[src/rtl/iobus_pkg.sv]
// iobus_pkg: shared definitions for the MCS IO bus decoder.
//   - FSM state encoding
//   - read data returned on a slave timeout
//   - slot field position in the master address and the per-slot window size
package iobus_pkg;

  typedef enum logic [1:0] {
    ST_IDLE = 2'd0,
    ST_FWD  = 2'd1,
    ST_WAIT = 2'd2,
    ST_RESP = 2'd3
  } iobus_state_t;

  localparam logic [31:0] IOBUS_TIMEOUT_RDATA = 32'hDEAD_DEAD;

  localparam int SLOT_LSB     = 12;
  localparam int SLOT_MSB     = 15;
  localparam int WINDOW_BYTES = 1 << SLOT_LSB;
  localparam int OFFSET_W     = $clog2(WINDOW_BYTES);

endpackage

[src/rtl/iobus_decoder_if.sv]
// iobus_decoder_if: bus bundle around the decoder.
//   m_* : MicroBlaze MCS IO bus master port (strobes, address, data, ready)
//   s_* : fan-out to NSLV peripheral slots (one-hot strobes, broadcast
//         offset/lanes/data, packed read data, per-slot ready)
// Modports:
//   slave  : the decoder (a slave of the MCS, driving the peripheral side)
//   master : the environment (MCS master plus peripheral models)
interface iobus_decoder_if
  import iobus_pkg::*;
#(
  parameter int NSLV = 4
);
  logic                m_addr_strobe;
  logic                m_read_strobe;
  logic                m_write_strobe;
  logic [31:0]         m_address;
  logic [3:0]          m_byte_enable;
  logic [31:0]         m_write_data;
  logic [31:0]         m_read_data;
  logic                m_ready;

  logic [NSLV-1:0]     s_addr_strobe;
  logic [NSLV-1:0]     s_read_strobe;
  logic [NSLV-1:0]     s_write_strobe;
  logic [OFFSET_W-1:0] s_address;
  logic [3:0]          s_byte_enable;
  logic [31:0]         s_write_data;
  logic [NSLV*32-1:0]  s_read_data;
  logic [NSLV-1:0]     s_ready;

  modport slave (
    input  m_addr_strobe, m_read_strobe, m_write_strobe, m_address,
           m_byte_enable, m_write_data,
    output m_read_data, m_ready,
    output s_addr_strobe, s_read_strobe, s_write_strobe, s_address,
           s_byte_enable, s_write_data,
    input  s_read_data, s_ready
  );

  modport master (
    output m_addr_strobe, m_read_strobe, m_write_strobe, m_address,
           m_byte_enable, m_write_data,
    input  m_read_data, m_ready,
    input  s_addr_strobe, s_read_strobe, s_write_strobe, s_address,
           s_byte_enable, s_write_data,
    output s_read_data, s_ready
  );
endinterface

[src/rtl/iobus_timeout_ctr.sv]
// iobus_timeout_ctr: up-counter used to bound the wait for slave ready.
//   clk, rst  : clock, asynchronous active-low reset
//   clr       : synchronous clear (highest priority)
//   load      : synchronous load of load_val
//   load_val  : value taken on load
//   inc       : count enable
//   tc        : terminal count, high while count == TIMEOUT-1
module iobus_timeout_ctr #(
  parameter int TIMEOUT = 255,
  parameter int CNT_W   = 16
) (
  input  logic             clk,
  input  logic             rst,
  input  logic             clr,
  input  logic             load,
  input  logic [CNT_W-1:0] load_val,
  input  logic             inc,
  output logic             tc
);

  logic [CNT_W-1:0] cnt_q;

  always_ff @(posedge clk or negedge rst) begin
    if (!rst) begin
      cnt_q <= '0;
    end else if (clr) begin
      cnt_q <= '0;
    end else if (load) begin
      cnt_q <= load_val;
    end else if (inc) begin
      cnt_q <= cnt_q + CNT_W'(1);
    end
  end

  assign tc = (cnt_q == CNT_W'(TIMEOUT - 1));

endmodule

[src/rtl/iobus_decoder.sv]
// iobus_decoder: MCS IO bus address decoder with one registered forward stage.
//   clk, rst      : clock, asynchronous active-low reset
//   bus           : master-side and slave-side IO bus signals (slave modport)
//   err_clr       : synchronous clear of the sticky error flags
//   timeout_err   : sticky, a selected slave failed to ready in time
//   unmapped_err  : sticky, an address outside the slot windows was accessed
//
// state   | meaning
// --------+-------------------------------------------------------------
// ST_IDLE | waiting for m_addr_strobe; latches the request and decodes it
// ST_FWD  | one cycle of strobes to the selected slot; clears the counter
// ST_WAIT | watching s_ready of the selected slot, bounded by TIMEOUT
// ST_RESP | one-cycle m_ready with the captured read data
module iobus_decoder
  import iobus_pkg::*;
#(
  parameter int          NSLV      = 4,
  parameter logic [31:0] BASE_ADDR = 32'hC000_0000,
  parameter int          TIMEOUT   = 255
) (
  input  logic            clk,
  input  logic            rst,
  iobus_decoder_if.slave  bus,
  input  logic            err_clr,
  output logic            timeout_err,
  output logic            unmapped_err
);

  iobus_state_t        state_q, state_d;
  logic [OFFSET_W-1:0] addr_q;
  logic [3:0]          be_q;
  logic [31:0]         wdata_q;
  logic                rd_q, wr_q;
  logic [3:0]          slot_q;
  logic [31:0]         rdata_q, rdata_d;
  logic                timeout_err_q, unmapped_err_q;

  logic                hit;
  logic                latch_en, rdata_en;
  logic                set_to, set_un;
  logic                ctr_clr, ctr_inc, ctr_tc;
  logic                sel_ready;
  logic [31:0]         sel_rdata;
  logic [NSLV-1:0]     as_vec, rs_vec, ws_vec;

  assign hit = (bus.m_address[31:16] == BASE_ADDR[31:16]) &&
               ({1'b0, bus.m_address[SLOT_MSB:SLOT_LSB]} < 5'(NSLV));

  // Only the latched slot's ready/data are visible to the FSM.
  always_comb begin
    sel_ready = 1'b0;
    sel_rdata = '0;
    for (int k = 0; k < NSLV; k++) begin
      if (slot_q == 4'(k)) begin
        sel_ready = bus.s_ready[k];
        sel_rdata = bus.s_read_data[32*k +: 32];
      end
    end
  end

  iobus_timeout_ctr #(
    .TIMEOUT (TIMEOUT),
    .CNT_W   (16)
  ) u_timeout_ctr (
    .clk      (clk),
    .rst      (rst),
    .clr      (ctr_clr),
    .load     (1'b0),
    .load_val (16'd0),
    .inc      (ctr_inc),
    .tc       (ctr_tc)
  );

  always_comb begin
    state_d  = state_q;
    latch_en = 1'b0;
    rdata_en = 1'b0;
    rdata_d  = '0;
    set_to   = 1'b0;
    set_un   = 1'b0;
    ctr_clr  = 1'b0;
    ctr_inc  = 1'b0;
    case (state_q)
      ST_IDLE: begin
        if (bus.m_addr_strobe) begin
          latch_en = 1'b1;
          rdata_en = 1'b1;
          if (hit) begin
            state_d = ST_FWD;
          end else begin
            set_un  = 1'b1;
            state_d = ST_RESP;
          end
        end
      end
      ST_FWD: begin
        ctr_clr = 1'b1;
        state_d = ST_WAIT;
      end
      ST_WAIT: begin
        // Ready takes priority over a coincident terminal count.
        if (sel_ready) begin
          rdata_en = 1'b1;
          rdata_d  = rd_q ? sel_rdata : 32'h0;
          state_d  = ST_RESP;
        end else if (ctr_tc) begin
          rdata_en = 1'b1;
          rdata_d  = rd_q ? IOBUS_TIMEOUT_RDATA : 32'h0;
          set_to   = 1'b1;
          state_d  = ST_RESP;
        end else begin
          ctr_inc = 1'b1;
        end
      end
      ST_RESP: begin
        state_d = ST_IDLE;
      end
      default: begin
        state_d = ST_IDLE;
      end
    endcase
  end

  always_ff @(posedge clk or negedge rst) begin
    if (!rst) begin
      state_q        <= ST_IDLE;
      addr_q         <= '0;
      be_q           <= '0;
      wdata_q        <= '0;
      rd_q           <= 1'b0;
      wr_q           <= 1'b0;
      slot_q         <= '0;
      rdata_q        <= '0;
      timeout_err_q  <= 1'b0;
      unmapped_err_q <= 1'b0;
    end else begin
      state_q <= state_d;
      if (latch_en) begin
        addr_q  <= bus.m_address[OFFSET_W-1:0];
        be_q    <= bus.m_byte_enable;
        wdata_q <= bus.m_write_data;
        rd_q    <= bus.m_read_strobe;
        wr_q    <= bus.m_write_strobe;
        slot_q  <= bus.m_address[SLOT_MSB:SLOT_LSB];
      end
      if (rdata_en) begin
        rdata_q <= rdata_d;
      end
      // A set in the same cycle as err_clr leaves the flag high.
      timeout_err_q  <= set_to | (timeout_err_q  & ~err_clr);
      unmapped_err_q <= set_un | (unmapped_err_q & ~err_clr);
    end
  end

  // Strobes decode from registered state only, so no master input reaches them combinationally.
  always_comb begin
    as_vec = '0;
    rs_vec = '0;
    ws_vec = '0;
    for (int k = 0; k < NSLV; k++) begin
      if ((state_q == ST_FWD) && (slot_q == 4'(k))) begin
        as_vec[k] = 1'b1;
        rs_vec[k] = rd_q;
        ws_vec[k] = wr_q;
      end
    end
  end

  assign bus.s_addr_strobe  = as_vec;
  assign bus.s_read_strobe  = rs_vec;
  assign bus.s_write_strobe = ws_vec;
  assign bus.s_address      = addr_q;
  assign bus.s_byte_enable  = be_q;
  assign bus.s_write_data   = wdata_q;
  assign bus.m_ready        = (state_q == ST_RESP);
  assign bus.m_read_data    = (state_q == ST_RESP) ? rdata_q : 32'h0;
  assign timeout_err        = timeout_err_q;
  assign unmapped_err       = unmapped_err_q;

endmodule

[src/flat_wrapper.sv]
// flat-port wrapper written by rule: the top's interface ports become plain ports
module iobus_decoder_flat import iobus_pkg::*;
#(
  parameter int          NSLV      = 4,
  parameter logic [31:0] BASE_ADDR = 32'hC000_0000,
  parameter int          TIMEOUT   = 255
)
  (clk, rst, err_clr, timeout_err, unmapped_err, bus_m_addr_strobe, bus_m_read_strobe, bus_m_write_strobe, bus_m_address, bus_m_byte_enable, bus_m_write_data, bus_m_read_data, bus_m_ready, bus_s_addr_strobe, bus_s_read_strobe, bus_s_write_strobe, bus_s_address, bus_s_byte_enable, bus_s_write_data, bus_s_read_data, bus_s_ready);
  iobus_decoder_if #(.NSLV(NSLV)) bus_i ();
  input  logic clk;
  input  logic rst;
  input  logic err_clr;
  output logic timeout_err;
  output logic unmapped_err;
  input wire logic [$bits(bus_i.m_addr_strobe)-1:0] bus_m_addr_strobe;
  input wire logic [$bits(bus_i.m_read_strobe)-1:0] bus_m_read_strobe;
  input wire logic [$bits(bus_i.m_write_strobe)-1:0] bus_m_write_strobe;
  input wire logic [$bits(bus_i.m_address)-1:0] bus_m_address;
  input wire logic [$bits(bus_i.m_byte_enable)-1:0] bus_m_byte_enable;
  input wire logic [$bits(bus_i.m_write_data)-1:0] bus_m_write_data;
  output wire logic [$bits(bus_i.m_read_data)-1:0] bus_m_read_data;
  output wire logic [$bits(bus_i.m_ready)-1:0] bus_m_ready;
  output wire logic [$bits(bus_i.s_addr_strobe)-1:0] bus_s_addr_strobe;
  output wire logic [$bits(bus_i.s_read_strobe)-1:0] bus_s_read_strobe;
  output wire logic [$bits(bus_i.s_write_strobe)-1:0] bus_s_write_strobe;
  output wire logic [$bits(bus_i.s_address)-1:0] bus_s_address;
  output wire logic [$bits(bus_i.s_byte_enable)-1:0] bus_s_byte_enable;
  output wire logic [$bits(bus_i.s_write_data)-1:0] bus_s_write_data;
  input wire logic [$bits(bus_i.s_read_data)-1:0] bus_s_read_data;
  input wire logic [$bits(bus_i.s_ready)-1:0] bus_s_ready;
  assign bus_i.m_addr_strobe = bus_m_addr_strobe;
  assign bus_i.m_read_strobe = bus_m_read_strobe;
  assign bus_i.m_write_strobe = bus_m_write_strobe;
  assign bus_i.m_address = bus_m_address;
  assign bus_i.m_byte_enable = bus_m_byte_enable;
  assign bus_i.m_write_data = bus_m_write_data;
  assign bus_m_read_data = bus_i.m_read_data;
  assign bus_m_ready = bus_i.m_ready;
  assign bus_s_addr_strobe = bus_i.s_addr_strobe;
  assign bus_s_read_strobe = bus_i.s_read_strobe;
  assign bus_s_write_strobe = bus_i.s_write_strobe;
  assign bus_s_address = bus_i.s_address;
  assign bus_s_byte_enable = bus_i.s_byte_enable;
  assign bus_s_write_data = bus_i.s_write_data;
  assign bus_i.s_read_data = bus_s_read_data;
  assign bus_i.s_ready = bus_s_ready;
  iobus_decoder #(.NSLV(NSLV), .BASE_ADDR(BASE_ADDR), .TIMEOUT(TIMEOUT)) u_core (.clk(clk), .rst(rst), .bus(bus_i), .err_clr(err_clr), .timeout_err(timeout_err), .unmapped_err(unmapped_err));
endmodule
[config.mk]
export PLATFORM = sky130hd
export DESIGN_NAME = iobus_decoder_flat
export DESIGN_NICKNAME = d
export VERILOG_FILES = /design/src/rtl/iobus_pkg.sv /design/src/rtl/iobus_decoder_if.sv /design/src/rtl/iobus_timeout_ctr.sv /design/src/rtl/iobus_decoder.sv /design/src/flat_wrapper.sv
export SDC_FILE = /design/constraint.sdc
export NUM_CORES = 1
export LEC_CHECK = 0
export CAP_MARGIN = 20
export CORE_MARGIN = 8
export CORE_UTILIZATION = 27
export DETAILED_ROUTE_END_ITERATION = 10
export PLACE_DENSITY_LB_ADDON = 0.15
export SLEW_MARGIN = 25
export SYNTH_ARGS = -nofsm -noshare
export SYNTH_HDL_FRONTEND = slang
export SYNTH_HIERARCHICAL = 1
export SYNTH_SLANG_ARGS = --single-unit
export TNS_END_PERCENT = 5
[constraint.sdc]
create_clock -name clk -period 7.6 [get_ports clk]
set_clock_uncertainty 0.15 [all_clocks]
set_input_delay 1.52 -clock clk [delete_from_list [all_inputs] [get_ports clk]]
set_output_delay 1.52 -clock clk [all_outputs]
set_load 0.1 [all_outputs]
==> results of run 1 <==
## where the power goes
part	internal (mW)	switching, mW
clock network	0.272	0.227
logic	0.900	1.88
registers	0.822	0.206
## flip-flops by register name, indices dropped and copies added (netlist names)
name	count
u_core/rdata_q	32
u_core/unmapped_err	1
u_core/bus.s_write_data	32
u_core/state_q	2
u_core/bus.s_byte_enable	4
u_core/timeout_err	1
u_core/wr_q	1
u_core/rd_q	1
u_core/u_timeout_ctr/cnt_q	16
u_core/bus.s_address	12
u_core/slot_q	4
## cell families after synthesis
| kind of cell | share of synthesized area (%) |
|---|---|
| buffers and inverters | 4.39 |
| muxes | 23.3 |
| xor gates and xnor gates | 1.76 |
| DFF | 44.5 |
| and+or+nand+nor | 10.6 |
| adders and majority gates | 1.26 |
| other | 0.0629 |
| AOI/OAI and AO/OA | 14.2 |
## stage by stage
step / util (%) / cells / cell area [µm²] / worst slack (ps) / total power, mW
2_1_floorplan: - / 553 / 6030 / 2580 / 3.13
3_3_place_gp: 42.5 / 1101 / 9240 / 2680 / 3.80
3_5_place_dp: 42.5 / 1101 / 9240 / 2610 / 3.84
4_1_cts: 44.0 / 1117 / 9560 / 2210 / 4.37
5_1_grt: 44.0 / 1118 / 9570 / 2450 / 4.54
6_report: 44.0 / 1118 / 9570 / 2630 / 4.31
## cells in the final DEF (no fill, tap or decap), types with 7 or more instances in the layout
cell type / count
o21a_1: 10
a22o_1: 20
dfrtp_1: 104
a21oi_1: 14
nor3_1: 7
nand2_1: 13
nor2_1: 14
nor4_1: 10
xor2_1: 9
buf_4: 7
o21ai_0: 23
mux2_2: 114
inv_1: 19
clkbuf_16: 9
clkdlybuf4s50_1: 299
conb_1: 19
o22ai_1: 31
o2bb2ai_1: 12
and2_1: 41
## final cells by class
| cell class | count | area, µm² | area share [%] |
|---|---|---|---|
| Multi-Input combinational cell | 389 | 3120 | 32.6 |
| Timing Repair Buffer | 307 | 3060 | 31.9 |
| Tap cell | 280 | 350 | 3.66 |
| Clock buffer | 10 | 239 | 2.50 |
| Sequential cell | 106 | 2660 | 27.7 |
| Antenna cell | 1 | 2.50 | 0.0261 |
| Inverter | 19 | 71.3 | 0.745 |
| Clock inverter | 6 | 82.6 | 0.863 |
## final timing paths
kind,start,to
setup / recovery,u_core/slot_q[1]$_DFFE_PN0P_,bus_s_read_strobe[2]
hold / removal,u_core/rdata_q[6]$_DFFE_PN0P_,u_core/rdata_q[6]$_DFFE_PN0P_
setup reg to reg,u_core/slot_q[0]$_DFFE_PN0P_,u_core/u_timeout_ctr/cnt_q[10]$_DFFE_PN0P_
hold reg to reg,u_core/rdata_q[6]$_DFFE_PN0P_,u_core/rdata_q[6]$_DFFE_PN0P_
max in group asynchronous,rst,u_core/slot_q[0]$_DFFE_PN0P_
min in group asynchronous,rst,u_core/rdata_q[6]$_DFFE_PN0P_
## per-layer routing
layer / track usage, % / vias up
li1: - / 2536
met2: 27.8 / 178
met1: 17.3 / 2609
met4: 3.36 / 0
met5: 0 / -
met3: 5.41 / 18
## critical path, cell delays in order, from the launching register on
cell             delay (ps)
dfrtp_2                 780
or3b_1                  400
buf_4                   260
nor2_1                  210
and2_1                  150
clkdlybuf4s50_1        1130
==> run summary, run 1 <==
Status: complete, no violations
Hold Crit Class: reg -> reg
Count of cell types in the netlist: 44
Register area share after synthesis: 44.5%
FF-to-FF path depth: 10
ANT nets after route: 0
Vias: 5341
Clk_lat worst skew: 350 ps
FP Rows: 54
Syn_area_per_cell: 11.1 µm²
CTS root buf: clkbuf_16
Period minus WS final: 4970 ps
Post-Syn Instances: 535
Ports: 301
Total Wirelength: 21100 µm
H-tree levels: 3
Crit path required time: 5930 ps
Critical Path Source Type: flop
DR vias/cell: 4.78
FMAX: 201 MHz
Core area: 0.0218 mm²
Effective utilization at floorplan: 27.4%
Initial drt markers: 197
WP data arrival: 3300 ps
CTS buffer count: 9
Global-route wire length before repair: 32900 µm
Clock transition at path regs: 70 ps
Setup TNS Final: 0 ps
Worst hold path depth: 1
Synthesized flop and latch total: 106
Fin. max-slew vios: 0
YS warnings: 6
Crit Path Class: reg -> out
Synth top cells by count: mux2_2, dfrtp_1, and2_1
# hold bufs at CTS: 0
Headroom to the max-slew limit: 30.1%
# resized after CTS: 0
Die Ht: 165 µm
Synthesized area: 0.00596 mm²
Initial antenna violation count: 1
Global placement routability congestion: 0.798
Top FF cell, synth: dfrtp_1
Clock buffer depth: 2
Total Routing Usage GR: 15.5%
Met2 wire length: 10900 µm
Placed wire-length estimate: 16500 µm
Largest net degree at the start of global routing: 81
Filler instances: 2032
Worst-path maximum fanout: 35
Post-synth EDFFs: 0
Fin. Hold Viols: 0
Synth area leaders: dfrtp_1, mux2_2, and2_1, o22ai_1, a22o_1
Crit end category: primary output
Met3 WL: 1630 µm
Area delta synth->final: 60.7%
RSZ-0062 raised after global routing: false
GR Overflow Total: 0
Die Area: 0.0271 mm²
Synth area leader: dfrtp_1
Sink Count: 106
Slew @ Worst Pin: 1040 ps
Count of buffers from port buffering: 300
Most frequent cell after synthesis: mux2_2
Drt first pass iters: 4
Asr flop ratio synth: 100%
Leakage Power: 3.73 nW
Vias in the first global route: 5904
Pwr dens: 451 mW/mm²
Total Nets Final: 1044
Peak supply drop: 0.000292 V
Uppermost routed layer: met4
Post-CTS setup buffer count: 0
Min Hold Slack: 337 ps
Fin crit share: 65.4%
Die width: 165 µm
DRC: 0
Met1 WL: 8260 µm
FF-to-FF setup slack: 4210 ps
CTS tree: built
Layout cells sized above 1: 17.9%
Yosys top cell area share: 44.5%
Final setup violating endpoints: 0
Avg WL per Cell: 18.8 µm
Maxcap violations: 0
No activity file was read; power rests on OpenSTA's default activity.
==> run 2: changes to the inputs <==
- clock period: 7.6 -> 5.1 ns (I/O delays scaled with it)
==> run summary, run 2 (same netlist as run 1, synthesis figures left out) <==
Status: complete, no violations
Sink Count: 106 (unchanged)
DRC: 0 (unchanged)
Filler instances: 2080 (+2.4%)
GR Overflow Total: 0 (unchanged)
Layout cells sized above 1: 19.3% (+1.4 points)
Die Area: 0.0271 mm² (unchanged)
CTS buffer count: 9 (unchanged)
Avg WL per Cell: 19.1 µm (+1.4%)
Period minus WS final: 3860 ps
WP data arrival: 2690 ps (-610 ps)
Die width: 165 µm (unchanged)
Leakage Power: 3.75 nW (+0.61%)
Post-CTS setup buffer count: 0 (unchanged)
Fin. max-slew vios: 0 (unchanged)
Hold Crit Class: reg -> reg
Slew @ Worst Pin: 1030 ps (-15.2 ps)
# hold bufs at CTS: 0 (unchanged)
Initial drt markers: 207 (+5.1%)
Global-route wire length before repair: 32800 µm (-0.29%)
Area delta synth->final: 59.7%
Clk_lat worst skew: 350 ps (about the same)
Largest net degree at the start of global routing: 70 (-14%)
Crit path required time: 3930 ps (-2000 ps)
Pwr dens: 670 mW/mm² (+49%)
Most frequent cells in the layout: clkdlybuf4s50_1, mux2_2, dfrtp_1
CTS root buf: clkbuf_16
Setup TNS Final: 0 ps (unchanged)
Headroom to the max-slew limit: 31.1% (+1.0 points)
Count of buffers from port buffering: 300 (unchanged)
RSZ-0062 raised after global routing: false
Die Ht: 165 µm (unchanged)
CTS tree: built
Clock transition at path regs: 70 ps (about the same)
Vias: 5276 (-1.2%)
Initial antenna violation count: 1 (unchanged)
Crit Path Class: reg -> out
Crit end category: primary output
Critical Path Source Type: flop
Total Nets Final: 1045 (+0.096%)
Final setup violating endpoints: 0 (unchanged)
Tot Pwr: 6.38 mW (+48%)
DR vias/cell: 4.71 (-1.4%)
# resized after CTS: 0 (unchanged)
Maxcap violations: 0 (unchanged)
Ports: 301 (unchanged)
Critical path's slowest cell: clkdlybuf4s50_1
Commonest non-fill, non-tap cell in the layout: clkdlybuf4s50_1
H-tree levels: 3 (unchanged)
ANT nets after route: 0 (unchanged)
FP Rows: 54 (unchanged)
Cell Chain, Critical Path: ha_2 > and2_1 > clkdlybuf4s50_1
Fin crit share: 75.6%
Fin. Hold Viols: 0 (unchanged)
Worst-path maximum fanout: 34 (-2.9%)
Effective utilization at floorplan: 27.4% (unchanged)
Global placement routability congestion: 0.816 (+2.3%)
Core area: 0.0218 mm² (unchanged)
Clock buffer depth: 2 (unchanged)
Drt first pass iters: 4 (unchanged)
Total Routing Usage GR: 15.6% (+0.14 points)
Slowest stage delay, CP: 1150 ps (+20 ps)
Peak supply drop: 0.000554 V (+90%)
Total Wirelength: 21400 µm (+1.6%)
FMAX: 259 MHz
Vias in the first global route: 5890 (-0.24%)
Placed wire-length estimate: 16900 µm (+2.1%)
run 2: cell type report:
| cell class | instances | area (µm²) | area share (%) |
|---|---|---|---|
| multi-input cells | 389 | 3120 | 32.8 |
| repair buffers | 308 | 3030 | 31.9 |
| flip-flops and latches | 106 | 2650 | 27.9 |
| well taps | 280 | 350 | 3.68 |
| clock buffers | 11 | 243 | 2.55 |
| inverters | 19 | 71.3 | 0.749 |
| clock inverters | 5 | 45.0 | 0.473 |
| diodes | 2 | 5.00 | 0.0526 |
run 2: layer usage:
layer	track usage, %	up-vias	wire (µm)
li1	-	2538	-
met3	5.16	20	1730
met2	28.3	183	11200
met5	0	-	0
met4	4.83	0	405
met1	16.9	2535	8100
run 2: where the power goes:
group          switching (mW)  total, mW  internal, mW
combinational            2.84       4.18          1.34
sequential              0.285       1.51          1.23
clock                   0.333      0.689         0.355
run 2: path summary, 6_finish.rpt:
kind,start,slack (ps),endpoint,cells past startpoint
max in group asynchronous,rst,3290,u_core/bus.s_write_data[1]$_DFFE_PN0P_,2
hold / removal,u_core/rdata_q[8]$_DFFE_PN0P_,330,u_core/rdata_q[8]$_DFFE_PN0P_,1
setup reg to reg,u_core/slot_q[3]$_DFFE_PN0P_,1900,u_core/u_timeout_ctr/cnt_q[10]$_DFFE_PN0P_,10
hold reg to reg,u_core/rdata_q[8]$_DFFE_PN0P_,330,u_core/rdata_q[8]$_DFFE_PN0P_,1
min in group asynchronous,rst,520,u_core/rdata_q[4]$_DFFE_PN0P_,1
setup / recovery,u_core/state_q[0]$_DFFE_PN0P_,1240,bus_m_read_data[28],3
run 2: through the flow:
step	utilization (%)	setup slack (ps)	area, µm²	cells	hold WS, ps
floorplan	-	576	6030	553	299
global placement	42.4	1390	9220	1102	325
detailed placement	42.4	1240	9220	1102	322
CTS	43.7	838	9510	1118	337
global route	43.7	1050	9510	1119	367
finish	43.7	1240	9520	1120	330
run 2: critical path: cells and delay by family, from the launching register on:
family / cells / cell delay [ps]
buffers and inverters: 1 / 1150
AND/OR/NAND/NOR: 1 / 210
adder cells (fa/ha/maj): 1 / 560
flip-flops: 1 / 410
==> run 3: changes to the inputs <==
- clock period: 5.1 -> 3.6 ns (I/O delays scaled with it)
==> run summary, run 3 (same netlist as run 1, synthesis figures left out) <==
Status: complete, no violations
FMAX: 348 MHz
DR vias/cell: 4.68 (-0.75%)
Layout cells sized above 1: 29.6% (+10 points)
Sink Count: 106 (unchanged)
Peak supply drop: 0.000669 V (+21%)
Total Nets Final: 1048 (+0.29%)
Comb pwr share: 65.6% (about the same)
Die Area: 0.0271 mm² (unchanged)
Tot Pwr: 8.93 mW (+40%)
FF-to-FF path depth: 8 (-2)
FP Rows: 54 (unchanged)
Setup TNS Final: 0 ps (unchanged)
Core area: 0.0218 mm² (unchanged)
H-tree levels: 3 (unchanged)
CTS buffer count: 9 (unchanged)
Total Wirelength: 21000 µm (-1.9%)
Clock buffer depth: 2 (unchanged)
GR Overflow Total: 0 (unchanged)
Fin. Hold Viols: 0 (unchanged)
Crit path required time: 2730 ps (-1200 ps)
CTS root buf: clkbuf_16
Vias in the first global route: 5739 (-2.6%)
Switching share of power: 54.9% (+0.69 points)
ANT nets after route: 0 (unchanged)
Antenna diodes: 0 (-2)
P_int: 4.03 mW (+38%)
Headroom to the max-slew limit: 33.7% (+2.6 points)
Clk_lat worst skew: 350 ps (about the same)
Die Ht: 165 µm (unchanged)
# hold bufs at CTS: 0 (unchanged)
RSZ-0062 raised after global routing: false
Slew @ Worst Pin: 991 ps (-38.5 ps)
# resized after CTS: 0 (unchanged)
Initial drt markers: 197 (-4.8%)
Leakage Power: 3.90 nW (+4.0%)
Drt first pass iters: 4 (unchanged)
Largest net degree at the start of global routing: 64 (-8.6%)
CTS tree: built
Effective utilization at floorplan: 27.4% (unchanged)
Pwr dens: 940 mW/mm² (+40%)
Final setup violating endpoints: 0 (unchanged)
Fin. max-slew vios: 0 (unchanged)
P_sw: 4.90 mW (+42%)
Crit end category: primary output
Min Hold Slack: 334 ps (+4.05 ps)
Area delta synth->final: 59.4%
Global placement routability congestion: 0.843 (+3.2%)
Clock transition at path regs: 70 ps (about the same)
Hold Crit Class: in -> async
Worst-path maximum fanout: 4 (-88%)
Ports: 301 (unchanged)
Avg WL per Cell: 18.7 µm (-2.0%)
Post-CTS setup buffer count: 0 (unchanged)
Initial antenna violation count: 0 (-1)
FF-to-FF setup slack: 730 ps (-1170 ps)
Fin crit share: 79.9%
Period minus WS final: 2870 ps
Placed wire-length estimate: 16800 µm (-0.63%)
Die width: 165 µm (unchanged)
Most frequent cells in the layout: clkdlybuf4s50_1, mux2_2, dfrtp_1
WP data arrival: 2000 ps (-690 ps)
Count of buffers from port buffering: 300 (unchanged)
Global-route wire length before repair: 32500 µm (-0.90%)
Maxcap violations: 0 (unchanged)
DRC: 0 (unchanged)
Total Routing Usage GR: 15.3% (-0.31 points)
Critical Path Source Type: flop
Reg2reg end: u_core/rdata_q[16]$_DFFE_PN0P_
Vias: 5241 (-0.66%)
Commonest non-fill, non-tap cell in the layout: clkdlybuf4s50_1
Reg2reg start: u_core/u_timeout_ctr/cnt_q[0]$_DFFE_PN0P_
Clk pwr share: 10.5% (-0.3 points)
Crit Path Class: reg -> out
Seq pwr share: 23.9% (+0.2 points)
## run 3: cell count changes in the layout (fill, tap and decap cells not counted), sizes merged
cell           before  now
buf                22  104
clkdlybuf4s50     286  207
clkbuf             11    9
clkinv              1    3
clkinvlp            0    2
diode               2    0
inv                23   21
## run 3: final cells by class
cell class / instances / area (µm²)
Inverter: 19 / 71.3
Clock buffer: 9 / 225
Tap cell: 280 / 350
Multi-Input combinational cell: 389 / 3130
Sequential cell: 106 / 2650
Fill cell: 2085 / 12300
Timing Repair Buffer: 311 / 3020
Clock inverter: 7 / 51.3
## run 3: routing by layer
layer | part of all wire, % | routed length (µm) | vias up | GRT usage, %
met2 | 51 | 10800 | 169 | 26.7
met4 | 1.5 | 321 | 0 | 4.55
met3 | 7.3 | 1530 | 15 | 4.34
met1 | 40 | 8340 | 2529 | 17.9
li1 | - | - | 2528 | -
met5 | 0 | 0 | - | 0
## run 3: critical path, cell delays in order, from the launching register on
cell	delay [ps]
dfrtp_1	410
or3b_1	560
nor2_2	280
and2_1	210
buf_12	180
## run 3: per-stage QoR
stage          instance area (µm²)  instances  util [%]  setup WS (ps)
5_1_grt                       9500       1121      43.7            543
4_1_cts                       9490       1120      43.6            513
3_5_place_dp                  9210       1104      42.3            578
2_1_floorplan                 6040        553         -           -144
6_report                      9500       1121      43.7            725
3_3_place_gp                  9210       1104      42.3            606
## run 3: how the worst max path moves through the flow
| stage | startpoint | endpoint | cells after the start |
|---|---|---|---|
| 2_1_floorplan | u_core/slot_q[0]$_DFFE_PN0P_ | bus_s_write_strobe[3] | 6 |
| 3_3_place_gp | bus_s_ready[1] | u_core/u_timeout_ctr/cnt_q[11]$_DFFE_PN0P_ | 9 |
| 3_5_place_dp | bus_s_ready[1] | u_core/rdata_q[3]$_DFFE_PN0P_ | 6 |
| 4_1_cts | u_core/state_q[0]$_DFFE_PN0P_ | bus_m_read_data[11] | 3 |
| 5_1_grt | u_core/u_timeout_ctr/cnt_q[0]$_DFFE_PN0P_ | u_core/rdata_q[16]$_DFFE_PN0P_ | 8 |
| 6_report | u_core/slot_q[3]$_DFFE_PN0P_ | bus_s_read_strobe[2] | 4 |
## run 3: power by group through the flow
| stage | Combinational [mW] | Sequential, mW | Clock [mW] |
|---|---|---|---|
| final | 5.86 | 2.13 | 0.935 |
| after global routing | 6.17 | 2.21 | 1.02 |
| after CTS | 5.91 | 2.14 | 0.975 |
| after detailed placement | 5.91 | 2.15 | 0 |
| after global placement | 5.84 | 2.14 | 0 |
| after floorplan | 2.51 | 4.10 | 0 |
